## src/rtl/packet_pkg.sv

```systemverilog
// Shared types for the switch datapath: port count, port index, per-port
// arbitration state and the 16-bit switch word.
package packet_pkg;

  localparam int unsigned NUM_PORTS = 4;

  typedef logic [1:0] port_idx_t;

  // A granted port sits in COOLDOWN during its transmit cycle.
  typedef enum logic {
    READY    = 1'b0,
    COOLDOWN = 1'b1
  } arb_pstate_t;

  // {data[7:0], target[3:0], source[3:0]}
  typedef logic [15:0] word_t;

endpackage

```

## src/rtl/rr_grant_calc.sv

```systemverilog
// Combinational rotating-priority grant calculation. Ports are scanned from
// rr_ptr_i upward (mod 4); a port is granted only if its whole target mask is
// free of lanes already claimed earlier in the scan, so multicast is never split.
module rr_grant_calc
  import packet_pkg::*;
(
  input  logic      [NUM_PORTS-1:0]                eligible_i,
  input  logic      [NUM_PORTS-1:0][NUM_PORTS-1:0] dst_i,
  input  port_idx_t                                rr_ptr_i,
  output logic      [NUM_PORTS-1:0]                grant_o,
  output logic      [NUM_PORTS-1:0][NUM_PORTS-1:0] claim_o,
  output port_idx_t                                rr_ptr_o
);

  logic [NUM_PORTS-1:0] claimed;
  logic                 found;
  port_idx_t            idx;

  // Scan in priority order, claiming lanes; the first grant moves the pointer.
  always_comb begin
    grant_o  = '0;
    claim_o  = '0;
    rr_ptr_o = rr_ptr_i;
    claimed  = '0;
    found    = 1'b0;
    idx      = '0;
    for (int k = 0; k < NUM_PORTS; k++) begin
      idx = rr_ptr_i + port_idx_t'(k);
      if (eligible_i[idx] && ((dst_i[idx] & claimed) == '0)) begin
        grant_o[idx] = 1'b1;
        claim_o[idx] = dst_i[idx];
        claimed      = claimed | dst_i[idx];
        if (!found) begin
          found    = 1'b1;
          rr_ptr_o = idx + 2'd1;
        end
      end
    end
  end

endmodule

```

## src/rtl/switch_arbiter.sv

```systemverilog
// Crossbar arbiter and egress register for the 4 switch ports.
// Request seen at T -> grant pulse at T+1 -> lane output at T+2.
// Optional per-lane packet counters are built when ARB_STATS_EN is defined.
module switch_arbiter
  import packet_pkg::*;
#(
  parameter int unsigned DATA_W = 16
`ifdef ARB_STATS_EN
  ,
  parameter int unsigned CNT_W  = 16
`endif
) (
  input  logic                             clk,
  input  logic                             rst_n,
  input  logic [NUM_PORTS-1:0]             port_req,
  input  logic [NUM_PORTS-1:0][3:0]        port_dst,
  input  logic [NUM_PORTS-1:0][DATA_W-1:0] port_data,
  output logic [NUM_PORTS-1:0]             grant,
  output logic [NUM_PORTS-1:0]             out_valid,
  output logic [NUM_PORTS-1:0][DATA_W-1:0] out_data,
  output logic [NUM_PORTS-1:0][1:0]        out_src
`ifdef ARB_STATS_EN
  ,
  output logic [NUM_PORTS-1:0][CNT_W-1:0]  pkt_cnt
`endif
);

  arb_pstate_t                             pstate_q [NUM_PORTS];
  arb_pstate_t                             pstate_d [NUM_PORTS];
  port_idx_t                               rr_ptr_q, rr_ptr_d;
  logic [NUM_PORTS-1:0]                    grant_q, grant_d;
  logic [NUM_PORTS-1:0]                    lane_hit_q, lane_hit_d;
  logic [NUM_PORTS-1:0][1:0]               lane_src_q, lane_src_d;
  logic [NUM_PORTS-1:0]                    out_valid_q, out_valid_d;
  logic [NUM_PORTS-1:0][DATA_W-1:0]        out_data_q, out_data_d;
  logic [NUM_PORTS-1:0][1:0]               out_src_q, out_src_d;
  logic [NUM_PORTS-1:0]                    eligible;
  logic [NUM_PORTS-1:0][NUM_PORTS-1:0]     claim;

  // A port competes only with a live request, a non-empty mask and no grant in flight.
  always_comb begin
    eligible = '0;
    for (int i = 0; i < NUM_PORTS; i++) begin
      eligible[i] = port_req[i] && (port_dst[i] != 4'b0000) && (pstate_q[i] == READY);
    end
  end

  rr_grant_calc u_rr_grant_calc (
    .eligible_i (eligible),
    .dst_i      (port_dst),
    .rr_ptr_i   (rr_ptr_q),
    .grant_o    (grant_d),
    .claim_o    (claim),
    .rr_ptr_o   (rr_ptr_d)
  );

  // Per-port state and lane routing for the grant being issued.
  always_comb begin
    lane_hit_d = '0;
    lane_src_d = '0;
    for (int i = 0; i < NUM_PORTS; i++) begin
      pstate_d[i] = grant_d[i] ? COOLDOWN : READY;
      for (int j = 0; j < NUM_PORTS; j++) begin
        if (claim[i][j]) begin
          lane_hit_d[j] = 1'b1;
          lane_src_d[j] = port_idx_t'(i);
        end
      end
    end
  end

  // Egress capture: granted words land on their claimed lanes; idle lanes hold data.
  always_comb begin
    out_valid_d = lane_hit_q;
    out_data_d  = out_data_q;
    out_src_d   = out_src_q;
    for (int j = 0; j < NUM_PORTS; j++) begin
      if (lane_hit_q[j]) begin
        out_data_d[j] = port_data[lane_src_q[j]];
        out_src_d[j]  = lane_src_q[j];
      end
    end
  end

  // Arbitration and egress registers.
  always_ff @(posedge clk or negedge rst_n) begin
    if (!rst_n) begin
      for (int i = 0; i < NUM_PORTS; i++) pstate_q[i] <= READY;
      rr_ptr_q    <= '0;
      grant_q     <= '0;
      lane_hit_q  <= '0;
      lane_src_q  <= '0;
      out_valid_q <= '0;
      out_data_q  <= '0;
      out_src_q   <= '0;
    end else begin
      for (int i = 0; i < NUM_PORTS; i++) pstate_q[i] <= pstate_d[i];
      rr_ptr_q    <= rr_ptr_d;
      grant_q     <= grant_d;
      lane_hit_q  <= lane_hit_d;
      lane_src_q  <= lane_src_d;
      out_valid_q <= out_valid_d;
      out_data_q  <= out_data_d;
      out_src_q   <= out_src_d;
    end
  end

  assign grant     = grant_q;
  assign out_valid = out_valid_q;
  assign out_data  = out_data_q;
  assign out_src   = out_src_q;

`ifdef ARB_STATS_EN
  logic [NUM_PORTS-1:0][CNT_W-1:0] cnt_q, cnt_d;

  // Saturating count of words sent per lane.
  always_comb begin
    cnt_d = cnt_q;
    for (int j = 0; j < NUM_PORTS; j++) begin
      if (out_valid_q[j] && (cnt_q[j] != {CNT_W{1'b1}})) begin
        cnt_d[j] = cnt_q[j] + CNT_W'(1);
      end
    end
  end

  // Packet counter registers.
  always_ff @(posedge clk or negedge rst_n) begin
    if (!rst_n) begin
      cnt_q <= '0;
    end else begin
      cnt_q <= cnt_d;
    end
  end

  assign pkt_cnt = cnt_q;
`endif

endmodule

```

## config.mk

```make
export PLATFORM = sky130hd
export DESIGN_NAME = switch_arbiter
export DESIGN_NICKNAME = d
export VERILOG_FILES = /design/src/rtl/packet_pkg.sv /design/src/rtl/rr_grant_calc.sv /design/src/rtl/switch_arbiter.sv
export SDC_FILE = /design/constraint.sdc
export NUM_CORES = 1
export LEC_CHECK = 0
export BUFFER_PORTS_ARGS = -buffer_cell sky130_fd_sc_hd__buf_2
export CORE_MARGIN = 5
export CORE_UTILIZATION = 30
export DETAILED_ROUTE_END_ITERATION = 8
export GPL_ROUTABILITY_DRIVEN = 0
export GPL_TIMING_DRIVEN = 0
export PLACE_DENSITY = 0.58
export RECOVER_POWER = 25
export SLEW_MARGIN = 15
export SYNTH_ARGS = -nofsm -noshare
export SYNTH_HDL_FRONTEND = slang
export SYNTH_HIERARCHICAL = 1
export SYNTH_SLANG_ARGS = --single-unit
```

## constraint.sdc

```tcl
create_clock -name clk -period 4.2 [get_ports clk]
set_clock_uncertainty 0.05 [all_clocks]
set_input_delay 0.84 -clock clk [delete_from_list [all_inputs] [get_ports clk]]
set_output_delay 0.84 -clock clk [all_outputs]
set_load 0.1 [all_outputs]
```

==> reports/qor.csv, run 1 <==
stage,metric,value,unit
sta,fin crit period,4.02,ns
logic_synthesis,Post-synth EDFFs,0,
worst_setup_path,CP required,4.36,ns
logic_synthesis,synth warn,6,
worst_setup_path,worst r2r src,rr_ptr_q[0],
worst_setup_path,Slowest Stage Delay on Critical Path,0.54,ns
die,area of the die,0.0275,mm^2
sta,Rel. slew slack,-0.132,
clocking,H-tree depth,3,
logic_synthesis,Post-Synth XOR/XNOR Area,0.00120,
hold_path,Hold Crit Endpoint,out_valid[1],
drt,First DRT Iteration DRCs,666,
clocking,clock sinks,94,
worst_setup_path,reg2reg path depth,15,
layout,Nets,924,
logic_synthesis,fraction of registers with async set/reset,1.00,
logic_synthesis,mapped cell area,0.00728,mm^2
logic_synthesis,"FF+latch count, synth",94,
clocking,CTS tree,yes,
grt,Total GRT Usage,0.189,
sta,Least-Margin Pin Slew,1.70,ns
clocking,CTS Hold Bufs,0,
logic_synthesis,count of different cell masters after synthesis,56,
sta,final critical-path share of the clock period,0.958,
worst_setup_path,CP arrival,4.19,ns
logic_synthesis,main flop type after synthesis,dfrtp_1,
sta,Slew Limit Fails,29,
logic_synthesis,post-synthesis mux area share,0.268,
logic_synthesis,cells after synthesis,654,
hold_path,worst hold path type,flip-flop to flip-flop,
logic_synthesis,post-synthesis compound-gate area fraction,0.190,
logic_synthesis,leading area contributor after synthesis,dfrtp_1,
status,failing checks,"capacitance limit, slew limit",
worst_setup_path,crit-path most repeated cell,buf_12,
die,core area,0.0241,mm^2
worst_setup_path,Critical R2R Capture,lane_hit_q[2],
placed_design,# port buffers,165,
placed_design,Detail Placement HPWL,21.2,mm
layout,"Core Util, Final",0.372,
sta,total negative slack,0,ns
run,maxcap violations,1,
drt,DRT Wirelength,27.2,mm
clocking,CTS max path bufs,2,
logic_synthesis,"Seq/Total Area, Yosys",0.323,
clocking,CTS buffer count,9,
worst_setup_path,WS Path Type,flip-flop to flip-flop,
sta,Setup WS post-layout,0.177,ns
grt,global-route wire length before repair,40.8,mm
grt,initial antenna violation count,5,
worst_setup_path,Worst setup SP type,flip-flop,
layout,share of cells above drive strength 1,0.342,
sta,fmax,0.249,GHz
logic_synthesis,Simple-Gate Fraction of Synth Area,0.122,
logic_synthesis,Post-Synth Adder-Cell Area,0.00687,
drt,Final ANT Viol Nets,0,
logic_synthesis,post-synth top area share,0.323,
layout,Area Overhead vs Synth,23.2,%
grt,GR Overflow Total,0,
die,Die W,166,um
worst_setup_path,Worst Path Max Fanout,10,
die,Initial Util,0.302,
clocking,Clock Root Buffer,clkbuf_16,
clocking,Clock transition at path regs,0.07,ns
status,outcome,"complete, but fails checks",
die,Die Height,166,um
logic_synthesis,Synth area leaders,"dfrtp_1 32%, mux2i_1 18%, o221ai_1 7.7%",
sta,RSZ-0062 raised after global routing,no,
sta,Final setup viols,0,
clocking,worst-skew pair later-pin latency,0.35,ns
hold_path,hold depth,0,
die,IO Count,166,
logic_synthesis,Synthesized Nets,744,
worst_setup_path,FF-to-FF setup slack,0.18,ns
logic_synthesis,largest family of logic cells by synthesized area,multiplexers,
grt,pin count of the biggest net entering global routing,67,
drt,vias per cell,5.60,
die,Core Rows,57,
worst_setup_path,crit path cell chain,"buf_12, buf_12, clkinv_4, ha_1, clkbuf_4, mux4_2, and2_1, a311oi_4, a21oi_2, buf_4, buf_2, o2111ai_1, o31ai_1, or2_1, or3_1",
worst_setup_path,Worst path top cell family by delay,buffers and inverters,
placed_design,"worst slack, placed",-0.921,ns
drt,Residual DRC,0,
drt,via count,6526,
logic_synthesis,syn avg cell area,11.1,um^2
worst_setup_path,slowest CP cell,mux4_2,
hold_path,Hold Crit Start,lane_hit_q[1],
sta,"Hold Vio Cnt, Final",0,
drt,wire per inst,23.3,um
drt,TritonRoute pass-1 iters,8,
grt,number of global-route vias before repair,6523,
worst_setup_path,CP bufs+invs,6,
worst_setup_path,Critical Path Sink Type,flip-flop,
per-layer routing:
layer,vias up,share of wire,GRT usage
li1,2963,-,-
met1,3221,0.40,0.236
met2,286,0.51,0.335
met3,46,0.072,0.0419
met4,10,0.018,0.0420
met5,-,0.0025,0
final cells by class:
cell class	instances	area (um^2)
fill	2474	15100
inverter	16	65.1
antenna	2	5.00
clock inverter	6	77.6
multi-input combinational	483	4330
tap	324	405
clock buffer	10	239
buffer	60	609
timing repair buffer	170	882
sequential	94	2350
cell families (layout without fill, tap and decap cells):
kind of cell	after synthesis	count (layout)
AO/OA/AOI/OAI	162	162
XOR/XNOR	1	1
adder cells (fa/ha/maj)	4	4
buffers and inverters	77	262
flip-flops	94	94
multiplexers	168	168
other	0	2
AND/OR/NAND/NOR	148	148
cells in the mapped netlist, types with 9 or more instances:
library cell / instances
dfrtp_1: 94
nand2_1: 14
mux2_2: 11
inv_1: 15
o2111ai_1: 22
o31ai_1: 16
o221ai_1: 64
mux2i_1: 133
buf_6: 16
mux4_2: 19
clkbuf_1: 9
buf_12: 12
buf_2: 17
nor3_1: 16
nand2b_1: 68
a21oi_1: 9
through the flow:
stage | std cells | hold slack (ns) | instance area [um^2]
floorplan | 654 | 0.326 | 7280
global placement | 1143 | 0.346 | 8520
detailed placement | 1144 | 0.344 | 8550
CTS | 1164 | 0.307 | 8930
global route | 1163 | 0.368 | 8970
finish | 1165 | 0.358 | 8970
registers in the layout, indices dropped and copies added (netlist names):
signal and count:
lane_src_q 8, out_valid 4, grant 4, rr_ptr_q 2, lane_hit_q 4, out_data 64
out_src 8
worst max path at each step:
stage                     to        start  slack, ns  cells after the start
3_5_place_dp   lane_hit_q[2]  rr_ptr_q[0]      -0.92                     15
6_report       lane_hit_q[2]  rr_ptr_q[0]       0.18                     15
4_1_cts        lane_hit_q[2]  rr_ptr_q[0]       0.04                     15
2_1_floorplan  lane_hit_q[0]  rr_ptr_q[0]       0.11                     15
5_1_grt        lane_hit_q[2]  rr_ptr_q[0]      0.003                     15
3_3_place_gp   lane_hit_q[2]  rr_ptr_q[0]      -0.88                     14
layout by cell type (no fill, tap or decap), drive strengths merged, types with 9 or more instances in the layout:
| cell | synthesis | routed |
|---|---|---|
| nand2b | 68 | 68 |
| inv | 15 | 18 |
| o31ai | 17 | 17 |
| o2111ai | 22 | 22 |
| nand2 | 18 | 18 |
| dfrtp | 94 | 94 |
| a21oi | 10 | 10 |
| o21ai | 11 | 11 |
| nor3 | 16 | 16 |
| clkbuf | 9 | 21 |
| buf | 52 | 219 |
| mux2i | 133 | 133 |
| o221ai | 65 | 65 |
| mux4 | 20 | 20 |
| o221a | 9 | 9 |
| mux2 | 15 | 15 |
timing repair:
action,4_1_cts,5_1_grt
gates resized for setup,10,10
endpoints found under the setup margin,17,8
buffers inserted,4,0
pin swaps,2,1
Power of run 1 is left out: the tool's default activity adds up to more than one toggle a clock period on the data nets, which glitch-free logic cannot reach.
==> run 2: changes to the inputs <==
--- a/config.mk
+++ b/config.mk
@@ -5,6 +5,7 @@
 export SDC_FILE = /design/constraint.sdc
 export NUM_CORES = 1
 export LEC_CHECK = 0
+export ABC_AREA = 1
 export BUFFER_PORTS_ARGS = -buffer_cell sky130_fd_sc_hd__buf_2
 export CORE_MARGIN = 5
 export CORE_UTILIZATION = 30
==> run 2 against run 1 <==
The run still ends with capacitance limit, slew limit left. Register-to-register slack better by 0.15 ns. Sequential share of layout area decreased by 2.0 points. Critical path type unchanged. Via count grew 46%. Final cell count rose by 62%. Hold slack worse by 0.024 ns. Setup slack gained 0.15 ns. Cell area increased by 8.1%. Non-clock buffer count up 19. Maximum frequency grew 3.8%. Critical endpoint is now lane_hit_q[3]. Critical path depth rose by 10. First-iteration DRC count is 65% higher.
==> reports/qor.csv, run 2 <==
stage,metric,value,unit,change
logic_synthesis,Synth top cells by count,"685 x nand2_1, 183 x nand3_1, 120 x inv_1",,"was 133 x mux2i_1, 94 x dfrtp_1, 68 x nand2b_1"
die,core area,0.0267,mm^2,was 0.0241 mm^2
clocking,CTS tree,yes,,unchanged
grt,GR Overflow Total,0,,unchanged
grt,number of global-route vias before repair,8711,,"was 6,523"
clocking,H-tree depth,3,,unchanged
layout,"commonest non-fill, non-tap cells in the layout","684 x nand2_1, 195 x buf_2, 183 x nand3_1",,"was 178 x buf_2, 133 x mux2i_1, 93 x dfrtp_1"
worst_setup_path,Critical R2R Capture,lane_hit_q[3],,was lane_hit_q[2]
worst_setup_path,Worst setup SP type,flip-flop,,unchanged
worst_setup_path,Worst Path Max Fanout,11,,was 10
sta,Least-Margin Pin Slew,2.28,ns,was 1.70 ns
drt,vias per cell,5.04,,was 5.60
logic_synthesis,Post-synth EDFFs,0,,unchanged
logic_synthesis,syn avg cell area,5.93,um^2,was 11.1 um^2
clocking,Clock transition at path regs,0.07,ns,about the same
clocking,worst-skew pair later-pin latency,0.35,ns,about the same
logic_synthesis,post-synth top area share,0.319,,was 0.323
drt,TritonRoute pass-1 iters,6,,was 8
sta,Rel. slew slack,-0.522,,was -0.132
clocking,CTS Hold Bufs,0,,unchanged
drt,wire per inst,17.1,um,was 23.3 um
run,maxcap violations,1,,unchanged
worst_setup_path,crit-path most repeated cell,nand2_1,,was buf_12
layout,Nets,1626,,was 924
sta,fmax,0.258,GHz,was 0.249 GHz
hold_path,hold depth,0,,unchanged
worst_setup_path,CP required,4.39,ns,was 4.36 ns
logic_synthesis,count of different cell masters after synthesis,31,,was 56
worst_setup_path,FF-to-FF setup slack,0.32,ns,was 0.18 ns
logic_synthesis,"FF+latch count, synth",94,,unchanged
grt,pin count of the biggest net entering global routing,55,,was 67
status,outcome,"complete, but fails checks",,unchanged
layout,share of cells above drive strength 1,0.198,,was 0.342
die,Die W,174,um,was 166 um
die,IO Count,166,,unchanged
logic_synthesis,"count leader, synth",nand2_1,,was mux2i_1
worst_setup_path,slowest CP cell,dfrtp_1,,was mux4_2
logic_synthesis,fraction of registers with async set/reset,1.00,,unchanged
placed_design,Detail Placement HPWL,25.0,mm,was 21.2 mm
hold_path,Hold Crit Start,lane_hit_q[1],,unchanged
logic_synthesis,synth warn,6,,unchanged
grt,global-route wire length before repair,50.3,mm,was 40.8 mm
worst_setup_path,reg2reg path depth,25,,was 15
layout,max FFs per register,64,,unchanged
worst_setup_path,CP arrival,4.06,ns,was 4.19 ns
die,Core Rows,60,,was 57
drt,DRT Wirelength,32.3,mm,was 27.2 mm
sta,"Hold Vio Cnt, Final",0,,unchanged
drt,via count,9498,,"was 6,526"
drt,Final ANT Viol Nets,0,,unchanged
die,Die Height,174,um,was 166 um
logic_synthesis,Synth area leaders,"nand2_1 32%, dfrtp_1 29%, nand3_1 11%",,"was dfrtp_1 32%, mux2i_1 18%, o221ai_1 7.7%"
logic_synthesis,cells after synthesis,1358,,was 654
worst_setup_path,Slowest Stage Delay on Critical Path,0.51,ns,was 0.54 ns
worst_setup_path,WS Path Type,flip-flop to flip-flop,,unchanged
sta,total negative slack,0,ns,unchanged
logic_synthesis,"Seq/Total Area, Yosys",0.292,,was 0.323
drt,First DRT Iteration DRCs,1100,,was 666
grt,initial antenna violation count,4,,was 5
hold_path,worst hold path type,flip-flop to flip-flop,,unchanged
clocking,Clock Root Buffer,clkbuf_16,,unchanged
logic_synthesis,mapped cell area,0.00805,mm^2,was 0.00728 mm^2
worst_setup_path,worst r2r src,rr_ptr_q[1],,was rr_ptr_q[0]
layout,"most common cell after layout, fill and taps aside",nand2_1,,was buf_2
layout,filler cell count in the final layout,2999,,"was 2,474"
sta,Final setup viols,0,,unchanged
die,Initial Util,0.301,,was 0.302
die,area of the die,0.0302,mm^2,was 0.0275 mm^2
sta,fin crit period,3.88,ns,was 4.02 ns
clocking,clock sinks,94,,unchanged
sta,final critical-path share of the clock period,0.923,,was 0.958
placed_design,# port buffers,165,,unchanged
drt,Residual DRC,0,,unchanged
logic_synthesis,Synthesized Nets,1448,,was 744
logic_synthesis,main flop type after synthesis,dfrtp_1,,unchanged
logic_synthesis,leading area contributor after synthesis,nand2_1,,was dfrtp_1
clocking,CTS buffer count,9,,unchanged
grt,Total GRT Usage,0.206,,was 0.189
sta,RSZ-0062 raised after global routing,no,,unchanged
clocking,CTS max path bufs,2,,unchanged
worst_setup_path,Critical Path Sink Type,flip-flop,,unchanged
layout,Area Overhead vs Synth,20.4,%,was 23.2%
status,failing checks,"capacitance limit, slew limit",,unchanged
hold_path,Hold Crit Endpoint,out_valid[1],,unchanged
sta,Slew Limit Fails,41,,was 29
==> run 2: cell types whose count changed after synthesis, sizes merged, moves of 22 or more <==
| cell | delta |
|---|---|
| nand2 | +686 |
| nand3 | +182 |
| mux2i | -132 |
| inv | +121 |
| nand2b | -68 |
| o221ai | -61 |
| o211ai | +42 |
| nor2 | +40 |
| o21ai | +29 |
| buf | +24 |
| o2111ai | -22 |
==> run 2: logic make-up (layout without fill, tap and decap cells) <==
family | after synthesis | in the layout | share of synthesized area
simple gates | 951 | 951 | 0.491
flops | 94 | 94 | 0.292
fa+ha+maj | 4 | 4 | 0.00622
other cells | 0 | 3 | 0
compound gates | 88 | 88 | 0.0718
buf+inv | 219 | 400 | 0.136
xor+xnor | 1 | 1 | 0.00109
mux | 1 | 1 | 0.00124
==> run 2: metal layers <==
layer | global-route usage | share of wire | vias up
met5 | 0 | 0.0011 | -
met4 | 0.0732 | 0.037 | 6
met1 | 0.271 | 0.42 | 4363
met2 | 0.340 | 0.46 | 443
li1 | - | - | 4606
met3 | 0.0379 | 0.081 | 80
==> run 2: final cells by class <==
class | count | area (um^2) | area share
flip-flops and latches | 94 | 2350 | 0.243
plain buffers | 81 | 577 | 0.0595
clock buffers | 9 | 225 | 0.0232
clock inverters | 5 | 109 | 0.0112
well taps | 341 | 427 | 0.0440
repair buffers | 168 | 867 | 0.0894
diodes | 3 | 7.51 | 0.000774
multi-input cells | 1045 | 4600 | 0.475
inverters | 137 | 526 | 0.0542
==> run 2: critical path, delay by kind of cell (launching register included) <==
kind | cells | cell delay [ns]
AND/OR/NAND/NOR | 15 | 1.47
buffers and inverters | 7 | 1.09
flip-flops | 1 | 0.51
AO/OA/AOI/OAI | 2 | 0.32
adder cells (fa/ha/maj) | 1 | 0.30
==> run 2: how the worst max path moves through the flow <==
stage / endpoint / slack (ns) / startpoint / depth (start not counted)
floorplan: lane_hit_q[0] / 0.86 / port_dst[5] / 26
global placement: lane_hit_q[1] / 0.23 / port_dst[5] / 28
detailed placement: lane_hit_q[1] / 0.24 / port_dst[5] / 28
CTS: lane_hit_q[3] / 0.21 / rr_ptr_q[0] / 27
global route: lane_hit_q[3] / 0.01 / rr_ptr_q[1] / 24
finish: lane_hit_q[3] / 0.32 / rr_ptr_q[1] / 25
==> run 2: timing repair <==
action / CTS / global route
buffers inserted: 0 / 2
resized for setup: 0 / 6
endpoints found under the setup margin: 0 / 8
==> run 2: metrics by stage <==
stage          setup slack, ns  utilization  instance area [um^2]  hold WS [ns]  cells
6_report                 0.324        0.363                  9690         0.334   1883
5_1_grt                 0.0108        0.363                  9690         0.354   1881
4_1_cts                  0.213        0.362                  9670         0.341   1879
3_5_place_dp             0.244        0.349                  9340         0.318   1865
3_3_place_gp             0.230        0.348                  9300         0.317   1864
2_1_floorplan            0.856            -                  8050         0.299   1358
Power of run 2 is left out for the same reason.
